File: config.mk
export PLATFORM = sky130hd
export DESIGN_NAME = uart_tx_fifo
export DESIGN_NICKNAME = d
export VERILOG_FILES = /design/src/rtl/uart_tx_fifo.sv
export SDC_FILE = /design/constraint.sdc
export NUM_CORES = 1
export LEC_CHECK = 0
export CAP_MARGIN = 5
export CORE_MARGIN = 2
export CORE_UTILIZATION = 55
export DETAILED_ROUTE_END_ITERATION = 7
export PLACE_DENSITY = 0.85
export REMOVE_ABC_BUFFERS = 1
export SLEW_MARGIN = 0
export SYNTH_ARGS = -nofsm -noshare
export SYNTH_HDL_FRONTEND = slang
export SYNTH_SLANG_ARGS = --single-unit
File: constraint.sdc
create_clock -name clock -period 4.3 [get_ports clock]
set_clock_uncertainty 0.2 [all_clocks]
set_input_delay 0.86 -clock clock [delete_from_list [all_inputs] [get_ports clock]]
set_output_delay 0.86 -clock clock [all_outputs]
set_load 0.005 [all_outputs]
File: src/rtl/uart_tx_fifo.sv
// UART transmitter with a small write FIFO: 8N1 frames, LSB first, back-to-back frames.
// Optional parity bit after the data bits when UART_TX_PARITY_EN is defined.
module uart_tx_fifo #(
    parameter int WIDTH      = 8,
    parameter int FIFO_DEPTH = 4
) (
    input  logic             clock,
    input  logic             reset,
    input  logic [15:0]      clock_divider,
    input  logic             write_en,
    input  logic [WIDTH-1:0] data_in,
`ifdef UART_TX_PARITY_EN
    input  logic             parity_odd,
`endif
    output logic             tx,
    output logic             ready,
    output logic             busy
);

    localparam int CW = $clog2(FIFO_DEPTH);
    localparam int BW = (WIDTH > 1) ? $clog2(WIDTH) : 1;
    localparam logic [BW-1:0] LAST_BIT = BW'(WIDTH - 1);
    localparam logic [CW:0]   FULL_CNT = (CW + 1)'(FIFO_DEPTH);

`ifdef UART_TX_PARITY_EN
    typedef enum logic [2:0] {IDLE, START, DATA, PARITY, STOP} state_t;
`else
    typedef enum logic [2:0] {IDLE, START, DATA, STOP} state_t;
`endif

    logic [WIDTH-1:0] mem [FIFO_DEPTH];
    logic [CW-1:0]    wr_ptr, rd_ptr;
    logic [CW:0]      count;
    logic             push, pop;
    logic [WIDTH-1:0] head;

    state_t           state, state_n;
    logic [15:0]      cnt, cnt_n;
    logic [15:0]      div_lat, div_n;
    logic [15:0]      div_eff;
    logic [BW-1:0]    bit_idx, bit_idx_n;
    logic [WIDTH-1:0] shift, shift_n;
    logic             tx_n;
    logic             last;
`ifdef UART_TX_PARITY_EN
    logic             par_q, par_n;
`endif

    assign push    = write_en && ready;
    assign head    = mem[rd_ptr];
    assign ready   = (count < FULL_CNT);
    assign busy    = (state != IDLE) || (count != '0);
    assign div_eff = (clock_divider == 16'd0) ? 16'd1 : clock_divider;
    assign last    = (cnt == div_lat);

    always_ff @(posedge clock) begin
        if (push) mem[wr_ptr] <= data_in;
    end

    // Pointers wrap naturally because FIFO_DEPTH is a power of two.
    always_ff @(posedge clock) begin
        if (reset) begin
            wr_ptr <= '0;
            rd_ptr <= '0;
            count  <= '0;
        end else begin
            if (push) wr_ptr <= wr_ptr + CW'(1);
            if (pop)  rd_ptr <= rd_ptr + CW'(1);
            case ({push, pop})
                2'b10:   count <= count + (CW + 1)'(1);
                2'b01:   count <= count - (CW + 1)'(1);
                default: count <= count;
            endcase
        end
    end

    always_ff @(posedge clock) begin
        if (reset) begin
            state   <= IDLE;
            cnt     <= '0;
            div_lat <= 16'd1;
            bit_idx <= '0;
            shift   <= '0;
            tx      <= 1'b1;
`ifdef UART_TX_PARITY_EN
            par_q   <= 1'b0;
`endif
        end else begin
            state   <= state_n;
            cnt     <= cnt_n;
            div_lat <= div_n;
            bit_idx <= bit_idx_n;
            shift   <= shift_n;
            tx      <= tx_n;
`ifdef UART_TX_PARITY_EN
            par_q   <= par_n;
`endif
        end
    end

    always_comb begin
        state_n   = state;
        cnt_n     = cnt;
        div_n     = div_lat;
        bit_idx_n = bit_idx;
        shift_n   = shift;
        tx_n      = tx;
        pop       = 1'b0;
`ifdef UART_TX_PARITY_EN
        par_n     = par_q;
`endif
        case (state)
            IDLE: begin
                tx_n = 1'b1;
                if (count != '0) pop = 1'b1;
            end
            START: begin
                if (last) begin
                    cnt_n     = 16'd1;
                    tx_n      = shift[0];
                    bit_idx_n = '0;
                    state_n   = DATA;
                end else begin
                    cnt_n = cnt + 16'd1;
                end
            end
            DATA: begin
                if (last) begin
                    cnt_n = 16'd1;
                    if (bit_idx == LAST_BIT) begin
`ifdef UART_TX_PARITY_EN
                        tx_n    = par_q;
                        state_n = PARITY;
`else
                        tx_n    = 1'b1;
                        state_n = STOP;
`endif
                    end else begin
                        bit_idx_n = bit_idx + BW'(1);
                        shift_n   = shift >> 1;
                        tx_n      = shift[1];
                    end
                end else begin
                    cnt_n = cnt + 16'd1;
                end
            end
`ifdef UART_TX_PARITY_EN
            PARITY: begin
                if (last) begin
                    cnt_n   = 16'd1;
                    tx_n    = 1'b1;
                    state_n = STOP;
                end else begin
                    cnt_n = cnt + 16'd1;
                end
            end
`endif
            STOP: begin
                if (last) begin
                    cnt_n = 16'd1;
                    if (count != '0) begin
                        pop = 1'b1;
                    end else begin
                        tx_n    = 1'b1;
                        state_n = IDLE;
                    end
                end else begin
                    cnt_n = cnt + 16'd1;
                end
            end
            default: begin
                tx_n    = 1'b1;
                state_n = IDLE;
            end
        endcase

        // Frame start shared by IDLE and the last STOP cycle, so frames chain without a gap.
        if (pop) begin
            shift_n = head;
            div_n   = div_eff;
            cnt_n   = 16'd1;
            tx_n    = 1'b0;
            state_n = START;
`ifdef UART_TX_PARITY_EN
            par_n   = (^head) ^ parity_odd;
`endif
        end
    end

endmodule
==> results by stage, run 1 <==
Synth:
- Of all cell types, the one taking the most synthesized area is dfxtp_1.
- In this run, synthesis produced a sequential element count of 87.
- The fraction of the yosys area taken by sequential cells is 52.9%.
- In this run the cell area of the synthesized design comes to 3900 sq um.
- Yosys attributes the largest share of cell area to dfxtp_1 28%, edfxtp_1 25%, nor2_1 5.5%.
- The most common flop cell mapped by yosys is dfxtp_1.
- The post-synthesis instance total is 346.
- The average footprint of a synthesized cell is 11.3 sq um.
- The total of warnings raised by yosys is 0.
- Yosys mapped the design onto 47 distinct sky130hd cell types.
- Ranked by instance count, the synthesized netlist is headed by 57 x nor2_1, 55 x dfxtp_1, 32 x edfxtp_1.
- The fraction of registers with async set/reset is 0%.
- Yosys instantiated no cell more often than nor2_1.
- In this run, synthesis inferred 32 flip-flops with an integrated enable.
- The portion of synthesized cell area occupied by the leading cell type is 28.2%.

Timing:
- Setup repair after global routing left no endpoint under its margin.
- The worst slew margin relative to its limit is 54.4%.
- The count of endpoints failing setup in the final report is 0.
- The number of hold violations in the final report is 0.
- After routing, the total negative slack on setup checks comes to 0 ns.
- The routed design could run at a clock period as short as 3.42 ns.
- The minimum hold slack is 0.279 ns.
- For the pin with the worst max-slew slack, the measured transition is 0.683 ns.
- Static timing analysis puts the maximum clock frequency at 292 MHz.
- The count of pins over their slew limit came to 0.
- In the finished design, the share of the clock period the worst path needs comes to 79.6%.
- Setup slack on the critical path of the routed design comes to 0.878 ns.

Route:
- The via total after detailed routing is 2,547.
- The final antenna-violating net count is 0.
- The number of DRC markers after the initial detailed-route iteration is 166.
- In the routed design, unresolved DRC markers number 0.
- Dividing the detail-routed via count by the number of cells gives 5.38.
- After detailed routing, the average wire length per cell comes to 15.0 um.
- For this run, the detailed router's first-pass iteration total came to 4.
- Wires add up to 7100 um.

GRT:
- Entering global routing, the biggest net connects 38 pins.
- The number of antenna violations at the first check in global routing came to 0.
- The first global-routing pass estimated 12,000 um of wire.
- Global routing used 20.3% of the available tracks.
- Global routing finished with a remaining overflow of 0.
- The number of global-route vias before repair came to 2,480.

Power:
- The cell leakage power is 1.60 nW.
- The proportion of total power due to net switching is 33.7%.
- The combinational power share is 33.7%.
- Per report_power, the sequential group accounts for 42.4% of the total.
- The overall power is 2.63 mW.
- The net switching power is 886 uW.
- The maximum vdd drop is 0.313 mV.
- The internal portion of total power is 1.74 mW.
- For this design the ratio of total power to cell area is 588 nW/um^2.
- Of the total power, the clock network draws 23.8%.

Cells and area:
- Across the whole layout, storage elements account for 2060 sq um.
- The area added between synthesis and finish is 14.6%.
- The diode insertion count for antenna repair is 0.
- The multi-input gate area in the final layout is 1710 sq um.
- After routing the design area is 4470 sq um.
- The share of the core filled with cells is 65.4%.
- The filler cell count is 516.
- In the final design database the tool counted 413 nets.
- The number of standard cells in the layout, taps in and fillers out is 473.
- The fraction of final layout cells sized beyond drive strength 1 is 8.22%.

Place:
- Detailed placement finished with a half-perimeter wire length of 5030 um.
- The weighted congestion reported at the end of routability-driven placement is 0.785.
- Timing analysis after detailed placement gives a worst setup slack of 0.909 ns.
- The number of instances in the placed design is 457.
- The number of buffers inserted by port buffering is 29.
- The cell area after placement is 4250 sq um.

Clocking:
- The clock insertion delay at the later pin of the skew report is 0.36 ns.
- The number of gates resized after cts is 0.
- The number of sinks handled by clock tree synthesis is 87.
- The number of clock buffers added by TritonCTS is 9.
- The number of hold buffers added after cts is 0.
- The H-tree generated during clock tree synthesis spans 3 levels.
- TritonCTS built the clock tree.
- The cell at the root of the clock tree is clkbuf_8.
- The CTS clock-pin slew for the worst setup and hold paths is 0.09 ns.
- The number of buffers on the longest clock path is 2.
- The number of buffers inserted by post-CTS setup repair is 0.

Floorplanning:
- In this run the count of I/O pins placed on the die edge is 30.
- The core outline area is 6830 sq um.
- The floorplan row count is 30.
- The floorplan step set the die height to 88.2 um.
- The width of the die is 88.2 um.
- The floorplan step defined a die boundary enclosing 7780 sq um.
- For this configuration, the core starts out at a cell density of 57.1%.

Status:
- The run finished with clean final reports.

Setup path:
- The launch point of the worst path is state[0]$_SDFFE_PP0P_.
- The critical path arrival is 3.51 ns.
- The worst setup path is launched from a flop.
- The launching point of the worst reg2reg path is state[0]$_SDFFE_PP0P_.
- The highest net fanout along the worst path is 19.
- The category of the critical setup timing path is flop to flop.
- The data required time of the critical path is 4.38 ns.
- The nature of the critical path endpoint is a flop.

Hold path:
- The worst hold path begins at bit_idx[1]$_SDFFE_PP0P_.
- The path type of the worst min-delay path is flop to flop.

Run:
- The number of maximum-capacitance constraint violations is 0.
[sequential cells by signal (all words and copies together), names as in the netlist, named ones only]
register / cells
bit_idx: 3
cnt: 16
count: 3
div_lat: 16
mem: 32
rd_ptr: 2
shift: 8
state: 2
tx: 1
wr_ptr: 2
[cell families after synthesis]
kind of cell | Yosys count | share of synthesized area [%]
fa+ha+maj | 14 | 4.68
compound gates | 37 | 7.19
xor+xnor | 34 | 7.64
flops | 87 | 52.9
buf+inv | 28 | 3.21
mux | 27 | 9.53
simple gates | 119 | 14.9
[per-layer routing]
metal  global-route usage, %  vias up  part of all wire (%)
li1                        -     1274                     -
met1                    28.5     1215                    47
met2                    31.1       51                    48
met3                    4.90        7                   4.2
met4                    7.30        0                   1.2
met5                       0        -                     0
[worst paths after layout]
check             cells after the start                      end  slack [ns]
hold / removal                        2  bit_idx[1]$_SDFFE_PP0P_        0.28
setup / recovery                     12    count[2]$_SDFFE_PP0P_        0.88
hold reg to reg                       2  bit_idx[1]$_SDFFE_PP0P_        0.28
setup reg to reg                     12    count[2]$_SDFFE_PP0P_        0.88
[power groups by stage]
stage               registers, mW  logic [mW]  clock network, mW
finish                       1.12       0.887              0.627
global route                 1.13       0.993              0.670
CTS                          1.12       0.894              0.633
detailed placement           1.14       0.887                  0
global placement             1.13       0.858                  0
floorplan                    1.10       0.674                  0
[cell type report]
type                            instances  area share, %
Clock inverter                          6           2.07
Tap cell                               96           2.69
Sequential cell                        87           46.1
Multi-Input combinational cell        231           38.3
Inverter                               12           1.12
Timing Repair Buffer                   31           6.83
Clock buffer                           10           2.85
[worst max-delay path, stage by stage, from the launching register on]
cell and delay (ns):
dfxtp_1 0.39, inv_1 0.10, ha_1 0.32, nor2_1 0.16
and2_1 0.40, a21oi_4 0.22, inv_6 0.24, ha_1 0.23
inv_1 0.07, fa_1 0.37, xor2_1 0.16, or3_1 0.32
a21oi_1 0.18
[placed cells by master, fill, tap and decap left out, types with 8 or more instances in the layout]
| master | n |
|---|---|
| nor3_1 | 11 |
| nand2_1 | 11 |
| clkdlybuf4s50_1 | 29 |
| clkbuf_8 | 9 |
| mux4_2 | 8 |
| xnor2_1 | 24 |
| edfxtp_1 | 32 |
| nor2_1 | 57 |
| dfxtp_1 | 55 |
| mux2i_1 | 18 |
| nand4_1 | 8 |
| ha_1 | 13 |
| xor2_1 | 10 |
| inv_1 | 11 |
No activity file was read; power rests on OpenSTA's default activity.
==> run 2: changes to the inputs <==
--- a/config.mk
+++ b/config.mk
@@ -7,9 +7,9 @@
 export LEC_CHECK = 0
 export CAP_MARGIN = 5
 export CORE_MARGIN = 2
-export CORE_UTILIZATION = 55
+export CORE_UTILIZATION = 52
 export DETAILED_ROUTE_END_ITERATION = 7
-export PLACE_DENSITY = 0.85
+export PLACE_DENSITY = 0.84
 export REMOVE_ABC_BUFFERS = 1
 export SLEW_MARGIN = 0
 export SYNTH_ARGS = -nofsm -noshare
==> constraint.sdc (replaced) <==
create_clock -name clock -period 2.8 [get_ports clock]
set_clock_uncertainty 0.2 [all_clocks]
set_input_delay 0.56 -clock clock [delete_from_list [all_inputs] [get_ports clock]]
set_output_delay 0.56 -clock clock [all_outputs]
set_load 0.005 [all_outputs]
==> run 2 against run 1 <==
  * Clock-buffer cell count decreased by 1
  * Sequential power increased by 53%
  * Worst setup slack got worse by 0.74 ns
  * Critical path type unchanged
  * Largest power group unchanged
==> results by stage, run 2 (synthesized netlist as in run 1, its figures left out) <==
Status:
- Outcome: complete, no violations (unchanged).

Clocking:
- The CTS clock-pin slew for the worst setup and hold paths is 0.09 ns (about the same).
- The clock insertion delay at the later pin of the skew report came to 0.36 ns (about the same).
- The number of buffers created by CTS is 9 (unchanged).
- The cell at the root of the clock tree is clkbuf_8 (unchanged).
- The clock tree from TritonCTS was built (unchanged).
- The number of sinks handled by clock tree synthesis is 87 (unchanged).
- The number of hold buffers added after cts came to 0 (unchanged).
- The number of buffers on the longest clock path was 2 (unchanged).
- The count of H-tree levels built during CTS is 3 (unchanged).

Setup path:
- The biggest cell delay along the critical path is 0.37 ns (was 0.40 ns).
- The category of the critical setup timing path was flop to flop (unchanged).
- The highest net fanout along the worst path is 4 (was 19).
- The slowest stage cell on the critical path is dfxtp_1 (was and2_1).
- The data required time of the critical path is 2.89 ns (was 4.38 ns).
- The sort of element at the start of the critical path was a flop (unchanged).
- The nature of the critical path endpoint is a flop (unchanged).
- The internal reg-to-reg setup slack was 0.14 ns (was 0.88 ns).
- The critical path arrival is 2.76 ns (was 3.51 ns).
- Ordered list of cells on the worst path: inv_1, ha_1, nor2_2, and2_1, a21oi_4, inv_6, ha_4, inv_1, fa_2, xor2_1, or3_1, a21oi_2 (was inv_1, ha_1, nor2_1, and2_1, a21oi_4, inv_6, ha_1, inv_1, fa_1, xor2_1, or3_1, a21oi_1).
- Counting stages on the worst path, the most repeated cell is inv_1.
- The cell depth of the worst flop-to-flop path came to 12 (unchanged).
- The launching point of the worst reg2reg path is state[1]$_SDFFE_PP0P_ (was state[0]$_SDFFE_PP0P_).
- The endpoint of the worst register-to-register path is count[2]$_SDFFE_PP0P_ (unchanged).

Place:
- The HPWL after detailed placement is 5220 um (was 5030 um).
- The worst slack at placement is 0.0666 ns (was 0.909 ns).
- The number of buffers inserted by port buffering is 29 (unchanged).
- The weighted congestion reported at the end of routability-driven placement is 0.817 (was 0.785).

Hold path:
- The path type of the worst min-delay path is flop to flop (unchanged).
- The startpoint of the tightest hold check path is bit_idx[2]$_SDFFE_PP0P_ (was bit_idx[1]$_SDFFE_PP0P_).
- The endpoint of the worst hold-timing path is bit_idx[2]$_SDFFE_PP0P_ (was bit_idx[1]$_SDFFE_PP0P_).
- The number of instances on the worst hold path is 2 (unchanged).

Floorplanning:
- The initial core utilization is 53.8% (was 57.1%).
- The I/O pin count came to 30 (unchanged).
- The core outline area is 7250 sq um (was 6830 sq um).
- The floorplan row count is 31 (was 30).
- The width of the die is 90.6 um (was 88.2 um).
- The die span in y came to 90.6 um (was 88.2 um).
- The die footprint is 8210 sq um (was 7780 sq um).

Cells and area:
- Top library cells by usage in the layout, fill and taps aside: 56 x nor2_1, 50 x dfxtp_1, 32 x edfxtp_1 (was 57 x nor2_1, 55 x dfxtp_1, 32 x edfxtp_1).
- The fraction of final layout cells sized beyond drive strength 1 is 15.0% (was 8.22%).
- The number of nets at the end of the flow is 429 (was 413).
- The most flop-heavy register was mem (unchanged).
- The diode insertion count for antenna repair is 0 (unchanged).
- The number of flip-flops in the largest register is 32 (unchanged).
- The area added between synthesis and finish is 18.1% (was 14.6%).
- The filler cell count came to 543 (was 516).
- The most common cell after layout, fill and taps aside was nor2_1 (unchanged).
- Largest regs: mem: 32 flops, cnt: 16 flops, div_lat: 16 flops (unchanged).

Route:
- The number of DRC markers after the initial detailed-route iteration came to 137 (was 166).
- The detailed-route vias per instance is 5.39 (was 5.38).
- The routed wire length came to 7450 um (was 7100 um).
- The final antenna-violating net count was 0 (unchanged).
- The post-detailed-route wirelength per cell was 15.1 um (was 15.0 um).
- The number of iterations in the first detailed-routing pass is 4 (unchanged).
- The via total after detailed routing is 2,650 (was 2,547).
- The count of unresolved DRC violations after routing is 0 (unchanged).

Timing:
- The actual slew at the worst max-slew pin was 0.570 ns (was 0.683 ns).
- The minimum hold slack is 0.280 ns (was 0.279 ns).
- The count of pins over their slew limit is 0 (unchanged).
- The share of the clock period used by the worst path is 95.1% (was 79.6%).
- The count of endpoints failing setup in the final report is 0 (unchanged).
- The number of hold violations in the final report is 0 (unchanged).
- The worst slew margin relative to its limit is 61.9% (was 54.4%).
- Setup repair after global routing missed its margin: false (unchanged).
- The post-route minimum period is 2.66 ns (was 3.42 ns).
- The highest attainable clock frequency is 375 MHz (was 292 MHz).
- The final worst slack came to 0.137 ns (was 0.878 ns).

Power:
- The power density normalized to cell area was 879 nW/um^2 (was 588 nW/um^2).
- The overall power is 4.05 mW (was 2.63 mW).
- The cell leakage power was 1.68 nW (was 1.60 nW).
- The maximum vdd drop was 0.411 mV (was 0.313 mV).

GRT:
- The number of antenna violations at the first check in global routing came to 0 (unchanged).
- The met3 usage was 3.76% (was 4.90%).
- The pin count of the biggest net entering global routing is 19 (was 38).
- The met1 capacity usage during global routing is 25.3% (was 28.5%).
- The most congested layer reported by global routing is met2 (unchanged).
- The number of global-route vias before repair is 2,602 (was 2,480).
- The global-route wire length before repair is 12,400 um (was 12,000 um).
- The total global-route track usage is 19.3% (was 20.3%).
- The global-route congestion overflow total is 0 (unchanged).
- The global-route met2 utilization was 31.1% (about the same).

Run:
- The number of maximum-capacitance constraint violations is 0 (unchanged).
## run 2: stage by stage
| step | area, sq um | setup TNS (ns) | cells | util (%) |
|---|---|---|---|---|
| final | 4600 | 0 | 492 | 63.5 |
| after global routing | 4600 | 0 | 492 | 63.5 |
| after CTS | 4560 | 0 | 492 | 62.9 |
| after detailed placement | 4370 | 0 | 476 | 60.3 |
| after global placement | 4370 | 0 | 476 | 60.3 |
| after floorplan | 3820 | -0.531 | 330 | - |
## run 2: worst max-delay path by stage
stage	cells after the start	start	slack, ns	end
final	12	state[1]$_SDFFE_PP0P_	0.14	count[2]$_SDFFE_PP0P_
after global routing	12	state[1]$_SDFFE_PP0P_	0.008	count[2]$_SDFFE_PP0P_
after CTS	11	cnt[14]$_SDFFE_PP0P_	0.02	count[2]$_SDFFE_PP0P_
after detailed placement	11	cnt[7]$_SDFFE_PP0P_	0.07	count[2]$_SDFFE_PP0P_
after global placement	11	div_lat[3]$_SDFFE_PP0P_	0.13	count[2]$_SDFFE_PP0P_
after floorplan	11	cnt[3]$_SDFFE_PP0P_	-0.39	count[2]$_SDFFE_PP0P_
## run 2: repair_timing
| action | 4_1_cts | 5_1_grt |
|---|---|---|
| endpoints found under the setup margin | 1 | 1 |
| gates resized for setup | 1 | 11 |
| hold endpoints to repair | 0 | 0 |
| pin swaps | 1 | 5 |
| setup buffers | 0 | 0 |
## run 2: cell type report
type | count | area (sq um) | area share (%)
clock buffer | 9 | 124 | 2.69
clock inverter | 7 | 63.8 | 1.39
inverter | 12 | 50.0 | 1.09
multi-input combinational | 231 | 1750 | 38.0
sequential | 87 | 2070 | 44.9
tap | 99 | 124 | 2.69
timing repair buffer | 47 | 425 | 9.24
## run 2: where the power goes
part	switching (mW)	internal [mW]	leakage, nW	total, mW
clock network	0.485	0.342	0.0903	0.827
registers	0.168	1.55	0.745	1.71
logic	0.787	0.720	0.845	1.51
## run 2: metal layers
layer,up-vias,part of all wire (%)
li1,1307,-
met4,0,1.4
met2,55,49
met3,8,4.6
met5,-,0
met1,1280,45
## run 2: worst max-delay path, delay by kind of cell (launching register included)
family | cells | cell delay, ns
adders and majority gates | 3 | 0.76
buffers and inverters | 3 | 0.22
xor gates and xnor gates | 1 | 0.15
and+or+nand+nor | 3 | 0.66
AOI/OAI and AO/OA | 2 | 0.24
DFF | 1 | 0.37
==> run 3: changes to the inputs <==
==> constraint.sdc (replaced) <==
create_clock -name clock -period 2.8 [get_ports clock]
set_clock_uncertainty 0.2 [all_clocks]
set_input_delay 0.56 -clock clock [delete_from_list [all_inputs] [get_ports clock]]
set_output_delay 0.56 -clock clock [all_outputs]
set_load 0.05 [all_outputs]
==> run 3 against run 2 <==
  * Clock-buffer cell count stayed put
  * Sequential share of layout area hardly changed
  * Via count stayed put
  * Worst setup slack unchanged
  * Sequential power barely moved
  * Worst hold slack unchanged
  * Die area did not move
  * Utilization hardly changed
  * Cell count unchanged
  * Combinational power increased by 5%
  * Global-route usage did not move
  * Critical path depth is the same
  * Highest routed layer unchanged
==> results by stage, run 3 (synthesized netlist as in run 1, its figures left out) <==
Power:
- The sequential group share of total power is 41.5% (was 42.3%).
- The combinational power share is 38.4% (was 37.2%).
- The power density normalized to cell area came to 896 nW/um^2 (was 879 nW/um^2).
- The net switching power came to 1.52 mW (was 1.44 mW).
- The clock group share of total power came to 20.0% (was 20.4%).
- The maximum vdd drop came to 0.502 mV (was 0.411 mV).
- The proportion of total power due to net switching is 36.8% (was 35.6%).
- The cell leakage power is 1.69 nW (was 1.68 nW).
- The internal portion of total power is 2.61 mW (about the same).

Setup path:
- The highest net fanout along the worst path is 4 (unchanged).
- The nature of the critical path endpoint is a flop (unchanged).
- The category of the critical setup timing path was flop to flop (unchanged).
- The data required time of the critical path is 2.89 ns (about the same).
- The sort of element at the start of the critical path was a flop (unchanged).
- The internal reg-to-reg setup slack is 0.14 ns (about the same).
- The critical path arrival was 2.76 ns (about the same).

Route:
- The final antenna-violating net count was 0 (unchanged).
- The post-detailed-route wirelength per cell is 15.1 um (about the same).
- The routed wire length is 7450 um (about the same).
- The number of DRC markers after the initial detailed-route iteration is 137 (unchanged).
- The via total after detailed routing is 2,650 (unchanged).
- The count of unresolved DRC violations after routing was 0 (unchanged).
- The detailed-route vias per instance is 5.39 (unchanged).
- The number of iterations in the first detailed-routing pass came to 4 (unchanged).

Timing:
- The post-route minimum period is 2.66 ns (unchanged).
- The count of pins over their slew limit is 0 (unchanged).
- The minimum hold slack is 0.280 ns (unchanged).
- The worst slew margin relative to its limit is 61.9% (unchanged).
- The actual slew at the worst max-slew pin came to 0.570 ns (unchanged).
- The number of hold violations in the final report is 0 (unchanged).
- The highest attainable clock frequency is 375 MHz (unchanged).
- The count of endpoints failing setup in the final report is 0 (unchanged).
- The share of the clock period used by the worst path is 95.1% (unchanged).
- Setup repair after global routing missed its margin: false (unchanged).
- The final worst slack came to 0.137 ns (unchanged).

GRT:
- The global-route congestion overflow total came to 0 (unchanged).
- The number of antenna violations at the first check in global routing came to 0 (unchanged).
- The total global-route track usage is 19.3% (unchanged).
- The global-route met2 utilization was 31.1% (unchanged).
- The global-route wire length before repair is 12,400 um (unchanged).
- The most congested layer reported by global routing is met2 (unchanged).
- The number of global-route vias before repair came to 2,602 (unchanged).
- The pin count of the biggest net entering global routing came to 19 (unchanged).
- The met3 usage is 3.76% (unchanged).
- The met1 capacity usage during global routing is 25.3% (unchanged).

Status:
- Outcome: complete, no violations (unchanged).

Floorplanning:
- The width of the die is 90.6 um (unchanged).
- The die span in y is 90.6 um (unchanged).
- The die footprint is 8210 sq um (unchanged).
- The core outline area is 7250 sq um (unchanged).
- The I/O pin count is 30 (unchanged).
- The initial core utilization is 53.8% (unchanged).
- The floorplan row count is 31 (unchanged).

Clocking:
- The number of buffers inserted by post-CTS setup repair is 0 (unchanged).
- The number of buffers on the longest clock path is 2 (unchanged).
- The cell at the root of the clock tree was clkbuf_8 (unchanged).
- The count of H-tree levels built during CTS is 3 (unchanged).
- The number of buffers created by CTS is 9 (unchanged).
- The clock tree from TritonCTS is built (unchanged).
- The clock insertion delay at the later pin of the skew report is 0.36 ns (about the same).
- The CTS clock-pin slew for the worst setup and hold paths is 0.09 ns (about the same).
- The number of sinks handled by clock tree synthesis was 87 (unchanged).

Cells and area:
- The filler cell count is 543 (unchanged).
- The diode insertion count for antenna repair came to 0 (unchanged).
- The number of nets at the end of the flow is 429 (unchanged).
- The most flop-heavy register is mem (unchanged).
- Top library cells by usage in the layout, fill and taps aside: 56 x nor2_1, 50 x dfxtp_1, 32 x edfxtp_1 (unchanged).
- The number of flip-flops in the largest register is 32 (unchanged).
- The fraction of final layout cells sized beyond drive strength 1 is 15.0% (unchanged).
- Largest regs: mem: 32 flops, cnt: 16 flops, div_lat: 16 flops (unchanged).
- The multi-input gate area in the final layout came to 1750 sq um (unchanged).
- The storage element area is 2070 sq um (unchanged).
- The area added between synthesis and finish is 18.1% (about the same).
- The most common cell after layout, fill and taps aside is nor2_1 (unchanged).

Place:
- The number of buffers inserted by port buffering is 29 (unchanged).
- The worst slack at placement came to 0.0666 ns (unchanged).
- The weighted congestion reported at the end of routability-driven placement is 0.817 (unchanged).
- The HPWL after detailed placement is 5220 um (unchanged).

Hold path:
- The path type of the worst min-delay path is flop to flop (unchanged).

Run:
- The number of maximum-capacitance constraint violations came to 0 (unchanged).
## run 3: cell count changes in the layout (fill, tap and decap cells not counted), sizes merged
cell	change
clkdlybuf4s50	-1
dlymetal6s2s	+1
## run 3: stage by stage
stage | TNS (ns) | utilization (%) | power [mW] | std cells | area (sq um)
after floorplan | -0.531 | - | 2.81 | 330 | 3820
after global placement | 0 | 60.3 | 3.22 | 476 | 4370
after detailed placement | 0 | 60.3 | 3.27 | 476 | 4370
after CTS | 0 | 62.9 | 4.09 | 492 | 4560
after global routing | 0 | 63.5 | 4.37 | 492 | 4610
final | 0 | 63.5 | 4.13 | 492 | 4610
## run 3: layout make-up
cell class                 instances  share of cell area (%)
clock buffer                       9                    2.69
tap                               99                    2.69
timing repair buffer              47                    9.29
inverter                          12                    1.09
sequential                        87                    44.9
multi-input combinational        231                    38.0
clock inverter                     7                    1.39
## run 3: power by group through the flow
stage / Combinational, mW / Clock [mW] / Sequential, mW
after floorplan: 1.10 / 0 / 1.71
after global placement: 1.50 / 0 / 1.72
after detailed placement: 1.53 / 0 / 1.74
after CTS: 1.54 / 0.840 / 1.71
after global routing: 1.73 / 0.902 / 1.74
final: 1.59 / 0.827 / 1.71
## run 3: worst paths after layout
kind / from / end / cells after the start
min: bit_idx[2]$_SDFFE_PP0P_ / bit_idx[2]$_SDFFE_PP0P_ / 2
max reg2reg: state[1]$_SDFFE_PP0P_ / count[2]$_SDFFE_PP0P_ / 12
max: state[1]$_SDFFE_PP0P_ / count[2]$_SDFFE_PP0P_ / 12
min reg2reg: bit_idx[2]$_SDFFE_PP0P_ / bit_idx[2]$_SDFFE_PP0P_ / 2
## run 3: worst max-delay path: stages, from the launching register on
cell	delay (ns)
dfxtp_1	0.37
inv_1	0.10
ha_1	0.30
nor2_2	0.14
and2_1	0.20
a21oi_4	0.09
inv_6	0.07
ha_4	0.13
inv_1	0.05
fa_2	0.33
xor2_1	0.15
or3_1	0.32
a21oi_2	0.15
## run 3: per-layer routing
layer,vias up,wire length [um]
li1,1307,-
met1,1280,3350
met2,55,3650
met3,8,343
met4,0,101
met5,-,0
## run 3: what timing repair did
item                                    in CTS  in global routing
endpoints found under the setup margin       1                  2
pin swaps                                    1                  5
hold buffers                                 0                  0
resized for setup                            1                 12
==> RTL change 1: new RTL, settings of run 2 <==
Put one more register stage on the output `tx`. The value now appears one clock later. The other outputs are not delayed to match.
--- a/src/rtl/uart_tx_fifo.sv
+++ b/src/rtl/uart_tx_fifo.sv
@@ -22,4 +22,6 @@
     localparam logic [BW-1:0] LAST_BIT = BW'(WIDTH - 1);
     localparam logic [CW:0]   FULL_CNT = (CW + 1)'(FIFO_DEPTH);
+
+    logic tx_s0;
 
 `ifdef UART_TX_PARITY_EN
@@ -82,5 +84,5 @@
             bit_idx <= '0;
             shift   <= '0;
-            tx      <= 1'b1;
+            tx_s0   <= 1'b1;
 `ifdef UART_TX_PARITY_EN
             par_q   <= 1'b0;
@@ -92,5 +94,5 @@
             bit_idx <= bit_idx_n;
             shift   <= shift_n;
-            tx      <= tx_n;
+            tx_s0   <= tx_n;
 `ifdef UART_TX_PARITY_EN
             par_q   <= par_n;
@@ -105,5 +107,5 @@
         bit_idx_n = bit_idx;
         shift_n   = shift;
-        tx_n      = tx;
+        tx_n      = tx_s0;
         pop       = 1'b0;
 `ifdef UART_TX_PARITY_EN
@@ -188,3 +190,7 @@
     end
 
+    always_ff @(posedge clock) begin
+        tx <= tx_s0;
+    end
+
 endmodule
Check against the original RTL: not equivalent (a bounded check fails within 4 cycles, from zero or initial values and one cycle with reset high).
==> RTL change 1 against run 2 <==
Sequential share of layout area is 0.78 points lower; first-iteration DRC count is 23% higher; sequential cell count is 1 higher; critical path depth is 1 lower; setup slack worse by 0.086 ns; synthesized cell count is 0.29% higher; global-route usage is 0.65 points higher; design area is 3.2% higher; total power is 10% higher; area after synthesis is 0.51% higher; wire length is 9.5% higher; critical path type unchanged; critical endpoint unchanged; largest cell class unchanged; highest routed layer unchanged.
==> RTL change 1: results (changes against run 2) <==
| Metric | Value |
|---|---|
| Outcome | complete, no violations |
| GR Util All Layers | 20.0% (+0.65 points) |
| Post-Syn Area per Cell | 11.3 µm² (+0.22%) |
| Post-synth top cells | 57 x nor2_1, 56 x dfxtp_1, 32 x edfxtp_1 |
| Layout cells sized above 1 | 17.6% (+2.6 points) |
| Layout Nets | 433 (+0.93%) |
| Vias in the first global route | 2,766 (+6.3%) |
| DR WL met3 | 334 µm (-2.1%) |
| Initial antenna violation count | 0 (unchanged) |
| Number of non-filler instances in the completed layout | 496 (+0.81%) |
| Routed WL | 8160 µm (+9.5%) |
| Fillers | 541 (-0.37%) |
| RePlAce Congestion | 0.803 (-1.7%) |
| Register area share after synthesis | 53.1% (+0.24 points) |
| Vias per std cell | 5.54 (+2.8%) |
| Leakage | 1.74 nW (+3.8%) |
| First-pass GRT wire length | 13,000 µm (+4.9%) |
| Most area-consuming cells after synthesis | dfxtp_1 29%, edfxtp_1 25%, nor2_1 5.5%, xnor2_1 5.4%, mux2i_1 4.6% |
| Max VDD drop | 478 µV (+16%) |
| Netlist cell types | 47 (unchanged) |
| Root buffer cell | clkbuf_8 |
| WL met1 | 3540 µm (+5.6%) |
| Worst path arrival time | 2.85 ns (+0.09 ns) |
| WL met2 | 4060 µm (+11%) |
| Placed cell area | 4390 µm² (+0.29%) |
| Worst Path Max Fanout | 3 (-1) |
| Sw power | 1.51 mW (+5.2%) |
| Initial drt markers | 168 (+23%) |
## RTL change 1: logic make-up after synthesis
logic type,synth area share (%)
fa+ha+maj,4.66
simple gates,14.8
flops,53.1
mux,9.48
xor+xnor,7.60
buf+inv,3.19
compound gates,7.15
## RTL change 1: per-stage QoR
stage	TNS [ns]	setup WS, ns
after global routing	-0.0402	-0.0402
after floorplan	-0.531	-0.385
after detailed placement	0	0.0204
after global placement	0	0.134
final	0	0.0504
after CTS	0	0.00586
## RTL change 1: metal layers
layer	vias to the layer above	global-route usage, %
met5	-	0
met1	1342	25.6
met3	18	3.34
li1	1314	-
met4	0	9.47
met2	72	33.0
## RTL change 1: worst paths after layout
path | slack (ns) | from | depth (start not counted) | endpoint
worst max-delay path | 0.05 | cnt[2] | 11 | count[2]
worst min-delay path | 0.16 | tx_s0 | 0 | tx
worst max register to register | 0.05 | cnt[2] | 11 | count[2]
worst min register to register | 0.16 | tx_s0 | 0 | tx
## RTL change 1: final cells by class
| cell class | instances | area, µm² | area share, % |
|---|---|---|---|
| timing repair buffer | 50 | 448 | 9.43 |
| clock inverter | 7 | 124 | 2.61 |
| clock buffer | 9 | 124 | 2.61 |
| tap | 99 | 124 | 2.61 |
| multi-input combinational | 231 | 1780 | 37.6 |
| inverter | 12 | 50.0 | 1.05 |
| sequential | 88 | 2100 | 44.1 |
## RTL change 1: timing repair
item | CTS | global route
endpoints found under the setup margin | 1 | 1
setup buffers | 1 | 3
pin swaps | 1 | 7
gates resized for setup | 3 | 21
## RTL change 1: critical path: stages, from the launching register on
cell      delay [ns]
dfxtp_4         0.37
xnor2_2         0.18
nand4_1         0.15
nor4_4          0.38
a21oi_4         0.11
clkinv_4        0.07
ha_4            0.12
inv_1           0.05
fa_2            0.37
xor2_2          0.17
or3_4           0.40
a21oi_2         0.12
## RTL change 1: power by group through the flow
stage	clock, mW	sequential (mW)	combinational [mW]
finish	1.07	1.74	1.67
global route	1.13	1.76	1.81
CTS	1.08	1.73	1.52
detailed placement	0	1.76	1.47
global placement	0	1.75	1.42
floorplan	0	1.72	1.03
==> RTL change 2: new RTL, flow settings as in run 2 <==
Without the edit above. Add a define of `UART_TX_PARITY_EN`.
--- a/src/rtl/uart_tx_fifo.sv
+++ b/src/rtl/uart_tx_fifo.sv
@@ -1,4 +1,6 @@
 // UART transmitter with a small write FIFO: 8N1 frames, LSB first, back-to-back frames.
 // Optional parity bit after the data bits when UART_TX_PARITY_EN is defined.
+`define UART_TX_PARITY_EN
+
 module uart_tx_fifo #(
     parameter int WIDTH      = 8,
Interface: changed (added parity_odd); port bits go from 30 to 31. No check against the original RTL was run, so the function may have changed too.
==> RTL change 2 against run 2 <==
Cell count rose by 1.4%; setup slack got worse by 0.055 ns; combinational power rose by 4%; design area rose by 0.98%; area after synthesis rose by 0.29%; sequential cell count rose by 2; wire length rose by 7.6%; total power rose by 5.4%; highest routed layer unchanged.
==> RTL change 2: results (changes against run 2) <==
| Metric | Value |
|---|---|
| Routed WL | 8020 µm (+7.6%) |
| Vias in the first global route | 2,790 (+7.2%) |
| Clock Latency Late Sink | 0.36 ns (about the same) |
| Hpwl dp | 5510 µm (+5.5%) |
| Root buffer cell | clkbuf_8 |
| Outcome | complete, no violations |
| Worst path arrival time | 2.82 ns (+0.06 ns) |
| GR Util All Layers | 20.4% (+1.1 points) |
| Largest net degree at the start of global routing | 22 (+3) |
| CTS clk-pin slew, worst paths | 0.09 ns (about the same) |
| WL met2 | 4040 µm (+11%) |
| DR WL met3 | 368 µm (+7.9%) |
| Register area share after synthesis | 53.7% (+0.87 points) |
| Leakage | 1.75 nW (+4.3%) |
| RePlAce Congestion | 0.844 (+3.2%) |
| H-tree levels | 3 (unchanged) |
| Placed cell area | 4380 µm² (about the same) |
| Largest regs | mem x32, cnt x16, div_lat x16 |
| Ys async rst share | 0% (unchanged) |
| Clock Path Buffers | 2 (unchanged) |
| Netlist cell types | 46 (-2.1%) |
| Initial drt markers | 173 (+26%) |
| I/O Buffers | 30 (+3.4%) |
| Worst rel slew slack | 62.1% (+0.22 points) |
| Layout Nets | 432 (+0.70%) |
| Layout cells sized above 1 | 15.5% (+0.49 points) |
| Inst Count DP | 483 (+1.5%) |
| Post-synth EDFFs | 32 (unchanged) |
| Post-synth top cells | 57 x dfxtp_1, 36 x nor2_1, 32 x edfxtp_1 |
| Post-Place Setup Slack | -0.0168 ns (-0.0834 ns) |
| Most used DFF post-synth | dfxtp_1 |
| Delay-heaviest family, CP | simple AND/OR/NAND/NOR gates |
| Num CTS Buffers | 9 (unchanged) |
| Min-delay src | par_q |
| WL met1 | 3450 µm (+3.0%) |
| Crit-path max cell delay | 0.40 ns (+0.03 ns) |
| Synth Warn # | 0 (unchanged) |
| Max VDD drop | 500 µV (+22%) |
| Vias per std cell | 5.57 (+3.4%) |
| Number of non-filler instances in the completed layout | 499 (+1.4%) |
| Initial antenna violation count | 0 (unchanged) |
| Uppermost routed layer | met4 |
| Worst Path Max Fanout | 4 (unchanged) |
| Most area-consuming cells after synthesis | dfxtp_1 29%, edfxtp_1 25%, xor2_1 6.9%, mux4_2 4.6%, nor2_1 3.5% |
| Fillers | 568 (+4.6%) |
| Worst setup path startpoint | cnt[12] |
| Min-delay worst type | reg -> reg |
| Slowest stage cell, crit path | nor4_2 |
| Final hold violations | 0 (unchanged) |
| Drt pass-1 iters | 5 (+1) |
| Setup Fix Bufs, Post-CTS | 0 (unchanged) |
| ANT cells | 0 (unchanged) |
| First-pass GRT wire length | 13,200 µm (+5.9%) |
| Cells after Synth | 354 (+2.3%) |
==> RTL change 2: cell count changes after synthesis, sizes merged, moves of 14 or more <==
cell   before  now
mux2i      18    2
nand3       4   18
nor2       57   38
a21oi       8   24
xor2       10   31
xnor2      24   10
==> RTL change 2: worst register-to-register path, delay by kind of cell (launching register included) <==
family	cells	cell delay (ns)
simple gates	3	0.88
buf+inv	2	0.10
fa+ha+maj	2	0.44
compound gates	2	0.36
xor+xnor	2	0.33
flops	1	0.35
==> RTL change 2: routing by layer <==
layer | vias to the layer above | GRT usage [%]
met1 | 1354 | 23.6
li1 | 1340 | -
met2 | 71 | 35.8
met4 | 0 | 7.44
met3 | 15 | 5.93
met5 | - | 0
==> RTL change 2: final timing paths <==
path | end | slack [ns] | depth (start not counted)
max | count[2] | 0.08 | 11
min | par_q | 0.27 | 2
max reg2reg | count[2] | 0.08 | 11
min reg2reg | par_q | 0.27 | 2
==> RTL change 2: cell families after synthesis <==
family,Yosys count,synth area share (%)
simple gates,115,14.6
flops,89,53.7
compound gates,58,9.63
xor+xnor,42,9.95
buf+inv,30,3.58
mux,11,5.41
fa+ha+maj,9,3.07
==> RTL change 2: where the power goes <==
part	switching (mW)	internal [mW]
clock network	0.456	0.442
registers	0.190	1.61
logic	0.804	0.765
==> RTL change 2: repair_timing <==
item | in CTS | in global routing
setup endpoints to repair | 1 | 2
pin swaps | 3 | 2
gates resized for setup | 8 | 7
==> RTL change 2: layout make-up <==
type / count / area, µm² / area share [%]
clock buffer: 11 / 141 / 3.04
inverter: 12 / 46.3 / 0.996
clock inverter: 5 / 62.6 / 1.35
timing repair buffer: 48 / 435 / 9.36
multi-input combinational: 235 / 1730 / 37.3
tap: 99 / 124 / 2.66
sequential: 89 / 2110 / 45.3
